===== src/rtl/move_arbiter.sv =====
// Two-requester cursor arbiter that hands the mover one owner per VGA frame.
// Optional MOVE_ARB_TIMEOUT_EN pre-empts an owner idle for IDLE_FRAMES frames.
module move_arbiter #(
  parameter logic [7:0] IDLE_FRAMES = 8'd60
) (
  input  logic       clk,
  input  logic       rst,
  input  logic       vsync,
  input  logic       req0,
  input  logic [3:0] dir0,
  input  logic       req1,
  input  logic [3:0] dir1,
  output logic       move_en,
  output logic       up,
  output logic       down,
  output logic       left,
  output logic       right,
  output logic [1:0] grant,
  output logic       busy
);

  typedef enum logic [1:0] {IDLE, OWN0, OWN1} state_t;

  state_t     state, state_nxt;
  logic       vsync_q;
  logic       last_served;
  logic       frame;
  logic       timeout;
  logic [3:0] dir0_c, dir1_c, new_dir;

  // Opposing directions in the same word cancel each other out.
  function automatic logic [3:0] cancel(input logic [3:0] d);
    logic [3:0] c;
    c = d;
    if (d[3] && d[2]) c[3:2] = 2'b00;
    if (d[1] && d[0]) c[1:0] = 2'b00;
    return c;
  endfunction

  assign frame  = !vsync && vsync_q;
  assign dir0_c = cancel(dir0);
  assign dir1_c = cancel(dir1);

`ifdef MOVE_ARB_TIMEOUT_EN
  logic [7:0] idle_cnt, idle_cnt_nxt, cnt_inc;
  logic [3:0] own_dir;

  always_comb begin
    own_dir = (state == OWN0) ? dir0_c : (state == OWN1) ? dir1_c : 4'd0;
    cnt_inc = (idle_cnt >= IDLE_FRAMES) ? IDLE_FRAMES : idle_cnt + 8'd1;
    timeout = (state != IDLE) && (own_dir == 4'd0) && (cnt_inc >= IDLE_FRAMES);
  end

  // Counter restarts on activity or whenever ownership changes hands.
  always_comb begin
    if ((state == IDLE) || (state_nxt != state) || (own_dir != 4'd0))
      idle_cnt_nxt = 8'd0;
    else
      idle_cnt_nxt = cnt_inc;
  end
`else
  assign timeout = 1'b0;
`endif

  // NOTE: every variable driven here gets a default first so no latch is inferred.
  always_comb begin
    state_nxt = state;
    case (state)
      IDLE: begin
        if (req0 && req1) state_nxt = last_served ? OWN0 : OWN1;
        else if (req0)    state_nxt = OWN0;
        else if (req1)    state_nxt = OWN1;
      end
      OWN0: begin
        if (!req0)                state_nxt = req1 ? OWN1 : IDLE;
        else if (timeout && req1) state_nxt = OWN1;
      end
      OWN1: begin
        if (!req1)                state_nxt = req0 ? OWN0 : IDLE;
        else if (timeout && req0) state_nxt = OWN0;
      end
      default: state_nxt = IDLE;
    endcase
  end

  always_comb begin
    case (state_nxt)
      OWN0:    new_dir = dir0_c;
      OWN1:    new_dir = dir1_c;
      default: new_dir = 4'd0;
    endcase
  end

  // NOTE: sequential state uses non-blocking assignments so every register sees pre-edge values.
  always_ff @(posedge clk) begin
    if (rst) begin
      state       <= IDLE;
      vsync_q     <= 1'b0;
      last_served <= 1'b1;
      grant       <= 2'b00;
      busy        <= 1'b0;
      move_en     <= 1'b0;
      {up, down, left, right} <= 4'd0;
`ifdef MOVE_ARB_TIMEOUT_EN
      idle_cnt    <= 8'd0;
`endif
    end else begin
      vsync_q <= vsync;
      if (frame) begin
        state   <= state_nxt;
        grant   <= {state_nxt == OWN1, state_nxt == OWN0};
        busy    <= (state_nxt != IDLE);
        move_en <= (state_nxt != IDLE);
        {up, down, left, right} <= new_dir;
        if ((state_nxt != state) && (state_nxt != IDLE))
          last_served <= (state_nxt == OWN1);
`ifdef MOVE_ARB_TIMEOUT_EN
        idle_cnt <= idle_cnt_nxt;
`endif
      end
    end
  end

endmodule


===== config.mk =====
export PLATFORM = sky130hd
export DESIGN_NAME = move_arbiter
export DESIGN_NICKNAME = d
export VERILOG_FILES = /design/src/rtl/move_arbiter.sv
export SDC_FILE = /design/constraint.sdc
export NUM_CORES = 1
export LEC_CHECK = 0
export BUFFER_PORTS_ARGS = -buffer_cell sky130_fd_sc_hd__buf_2
export CELL_PAD_IN_SITES_DETAIL_PLACEMENT = 1
export CELL_PAD_IN_SITES_GLOBAL_PLACEMENT = 1
export CORE_MARGIN = 4
export CORE_UTILIZATION = 33
export DETAILED_ROUTE_END_ITERATION = 16
export PLACE_DENSITY_LB_ADDON = 0.1
export SYNTH_ARGS = -nofsm -noshare
export SYNTH_HDL_FRONTEND = slang
export SYNTH_SLANG_ARGS = --single-unit

===== constraint.sdc =====
create_clock -name clk -period 2 [get_ports clk]
set_clock_uncertainty 0.1 [all_clocks]
set_input_delay 0.4 -clock clk [delete_from_list [all_inputs] [get_ports clk]]
set_output_delay 0.4 -clock clk [all_outputs]
set_load 0.05 [all_outputs]

Word level (Yosys, flattened, before mapping)

Index checks and enable logic that the tools add are counted.

Bits in registers: 11
Bits in latches: 0
Memory bits (writable): 0
ROM bits: 0
Output and inout bits: 8
Word-level logic and storage cells: 39
Memories: 0

Add/subtract/negate cells: 0
$mul: 0
Divide/modulo/power cells: 0
Order comparisons: 0
Equal/unequal tests: 5
Shifts and indexed selects: 0
Multiplexer cells: 14
Bitwise gates (word level): 0
Reduce and logical (&&, ||, !) cells: 11

Operators with widths:

| kind                 | number |
|---|---|
| $mux W2              | 11 |
| $pmux W4 S2          | 1 |
| $logic_and A1 B1 Y1  | 7 |
| $pmux W2 S3          | 1 |
| $eq A2 B1 Y1 const B | 2 |
| $eq A2 B2 Y1 const B | 2 |
| $logic_not A2 Y1     | 1 |
| $ne A2 B2 Y1         | 1 |
| $reduce_and A2 Y1    | 1 |
| $reduce_bool A2 Y1   | 1 |
| $logic_not A1 Y1     | 1 |
| $mux W1              | 1 |

Depth between registers and ports, before layout

Depth in word-level cells: 7
Gate-level depth with buffers: 7
Depth with buffers taken out: 7

Worst setup path before layout

No wires, ideal clock.

Path type: reg-to-reg
Start: register state[0]
End: register down
Setup time: 0.132 ns
Data arrival time: 1.530 ns
Data required time: 1.768 ns
Path slack: 0.238 ns
Stages on the path, launching flop included: 8
Buffers on the path: 0
Period minus slack after synthesis: 1.762 ns
Cells stage by stage: dfxtp_1 -> o21ba_2 -> o21ai_0 -> inv_1 -> ha_1 -> and3b_1 -> o21ai_0 -> a21oi_1

Word-level cells in the longest chain between the ends: 6
Elaborated cells between the ends (all ways): 12

RTL lines:

| element                                      | line | RTL |
|---|---|---|
| start, declared                              | 24   | `state_t state, state_nxt;` |
| start signal, assigned                       | 110  | `state <= state_nxt;` |
| $mux W2                                      | 72   | `else if (req1) state_nxt = OWN1;` |
| $mux W2                                      | 71   | `else if (req0) state_nxt = OWN0;` |
| $mux W2                                      | 70   | `if (req0 && req1) state_nxt = last_served ? OWN0 : OWN1;` |
| $pmux W2 S3 (*)                              | 68   | `case (state)` |
| named net state_nxt[0]                       | 24   |  |
| $eq A2 B2 Y1 or $eq A2 B1 Y1 (tied branches) | 87   | `case (state_nxt)` |
| $pmux W4 S2 (*)                              | 87   |  |
| end signal, assigned                         | 114  | `{up, down, left, right} <= new_dir;` |
| end, declared                                | 15   | `output logic down,` |

Mark *: on every way through the listed nets, which the timed path passes. The rest lies on a longest branch.
A chain may end at the register's enable or synchronous reset.

Worst setup path after layout

Same ends and word-level chain as after synthesis.

==> flow_summary.json <==
{
  "postSynthCellCount": 70,
  "rrSetupSlack_ns": 0.12,
  "max_freq_ghz": 0.532,
  "rsz0062_at_grt": "no",
  "place_ws_ns": 0.120,
  "ys_warn_count": 0,
  "clock_sinks": 11,
  "async_reset_ff_share_pct": 0,
  "seq_area_frac_synth_pct": 37.1,
  "routed_wl_mm": 1.48,
  "overflow": 0,
  "swShare_pct": 27.4,
  "syn2layout_area_growth_pct": 26.5,
  "crit_path_max_fanout": 7,
  "fin_ws_ns": 0.119,
  "leakagePower_nw": 0.364,
  "hold_slack_ns": 0.306,
  "hold_viol": 0,
  "setup_tns_ns": 0,
  "netlist.area_leader.share_pct": 37.1,
  "power.density_nw_per_um2": 610,
  "min_path_type": "input pin to flop",
  "crit_type": "flop to flop",
  "status": "finished, final reports clean",
  "clockRootBuffer": "clkbuf_4",
  "dpl.hpwl_mm": 1.11,
  "num_vias": 571,
  "maxSlewViolCount": 0,
  "switchingPower_mw": 0.125,
  "avgSynthCellArea_um2": 8.49,
  "finalNonFillerCells": 118,
  "postCtsSetupRepairBufs": 0,
  "clock_power_share_pct": 33.8,
  "cp.required_ns": 2.05,
  "synth_top_flop_cell": "dfxtp_1",
  "setup_viol": 0,
  "max_slew_margin_pct": 72.4,
  "final_area_um2": 752,
  "track_usage_pct": 12.7,
  "dpl_cell_area_um2": 724,
  "wire_per_inst_um": 12.5,
  "io_buffers": 20,
  "fin_util_pct": 44.0,
  "fin_crit_ns": 1.88,
  "cts_buffers": 3,
  "grt_pass1_vias": 562,
  "start_util_pct": 34.8,
  "final_nets": 110,
  "rows": 15,
  "final_antenna_net_count": 0,
  "drv_cap": 0,
  "intPower_mw": 0.333,
  "crit_top_cell": "o21ai_0",
  "routed_via_density": 4.84,
  "cts_buffer_depth": 2,
  "synth_edf_count": 0,
  "cp_slowest_stage_delay_ns": 0.37,
  "htreeDepth": 1,
  "grt_pass1_wl_mm": 2.38,
  "cp.arrival_ns": 1.93,
  "antenna_found_initial": 0,
  "dp.cells": 114,
  "tightest_slew_ns": 0.414,
  "period_share_pct": 94.1,
  "hold_buffers": 0,
  "startpoint_type": "flop",
  "clk_latency_ns": 0.27,
  "antenna_cells": 0,
  "synth_cell_types": 23,
  "die_y_um": 50.4,
  "drt_pass1_iterations": 2,
  "power_mw": 0.459,
  "clk_pin_slew_worst_paths_ns": 0.07,
  "die_width_um": 50.4,
  "cp_cell_sequence": "o21ba_2, o21ai_0, buf_4, inv_1, ha_1, and3b_1, o21ai_0, a21oi_1",
  "ios": 21,
  "fill_cells": 228,
  "drt-initial-drc-count": 3,
  "synth_most_common_cell": "dfxtp_1",
  "critPathSlowestCell": "dfxtp_1",
  "ys_top_cells_by_count": "11 x dfxtp_1, 9 x and3b_1, 9 x nand2_1",
  "combPwrFrac_pct": 16.4,
  "ys_top_cells_by_area": "dfxtp_1 37%, and3b_1 13%, ha_1 6.3%, a21oi_1 5.9%, nand2_1 5.7%",
  "gp_congestion": 0.748,
  "drive_above_1_share_pct": 30.1,
  "cts_tree": "yes",
  "yosys.area.top_type": "dfxtp_1",
  "syn_nets": 86,
  "drc": 0,
  "pwr-share-seq_pct": 49.9,
  "vdd_drop_max_mv": 0.270,
  "core_area_um2": 1710,
  "ys_ff_latch": 11,
  "grt_max_degree": 15,
  "dieArea_um2": 2540,
  "end_kind": "flop",
  "synthesis.area_um2": 594
}
## layer usage
metal  vias to the layer above  wire, um  track usage [%]
li1                        294         -                -
met1                       265       744             15.3
met2                        10       665             20.2
met3                         2        51             2.67
met4                         0        14             8.07
met5                         -         0                0
## cells in the final DEF (no fill, tap or decap)
cell type / instances
buf_2: 20
dfxtp_1: 10
nand2_1: 9
and3b_1: 9
a21oi_1: 7
nor2_1: 5
o21ai_0: 5
nor2b_1: 3
nand3b_1: 3
ha_1: 3
clkbuf_4: 3
nor3b_1: 2
buf_4: 2
o21ba_2: 1
inv_1: 1
o22ai_1: 1
and2_1: 1
nand2b_1: 1
a31o_2: 1
or4_1: 1
nand4_1: 1
mux2i_1: 1
o31ai_1: 1
clkbuf_1: 1
dfxtp_2: 1
## power groups by stage
stage	registers, mW	logic, mW	clock network (mW)
floorplan	0.241	0.0383	0
global placement	0.234	0.0740	0
detailed placement	0.234	0.0753	0
CTS	0.229	0.0758	0.165
global route	0.230	0.0834	0.175
finish	0.229	0.0751	0.155
## final timing paths
path             from  endpoint  depth (start not counted)
min reg2reg  grant[1]  grant[1]                          2
max reg2reg  state[0]      down                          8
min             vsync   vsync_q                          2
max          state[0]      down                          8
## cell type report
type / count / area, um^2 / area share [%]
clock buffer: 4 / 26.3 / 3.49
inverter: 1 / 3.75 / 0.499
multi-input combinational: 55 / 354 / 47.1
sequential: 11 / 221 / 29.5
tap: 25 / 31.3 / 4.16
timing repair buffer: 22 / 115 / 15.3
## worst max-delay path: cells and delay by family (launching register included)
family,cells,cell delay (ns)
adder cells (fa/ha/maj),1,0.24
buffers and inverters,2,0.20
AND/OR/NAND/NOR,1,0.20
flip-flops,1,0.37
AO/OA/AOI/OAI,4,0.67
## cell families (layout without fill, tap and decap cells)
group	after synthesis	after routing	synth area share, %
muxes	1	1	1.68
DFF	11	11	37.1
adders and majority gates	3	3	6.32
AOI/OAI and AO/OA	16	16	15.6
buffers and inverters	4	27	3.37
and+or+nand+nor	35	35	36.0
## registers in the layout, summed over array words and instances, names as in the netlist
register,flops
up,1
grant,2
right,1
last_served,1
state,2
left,1
vsync_q,1
down,1
busy,1
## what timing repair did
action / CTS / global route
gates resized for setup: 0 / 1
endpoints found under the hold margin: 0 / 0
endpoints found under the setup margin: 0 / 2
No activity file was read; power rests on OpenSTA's default activity.
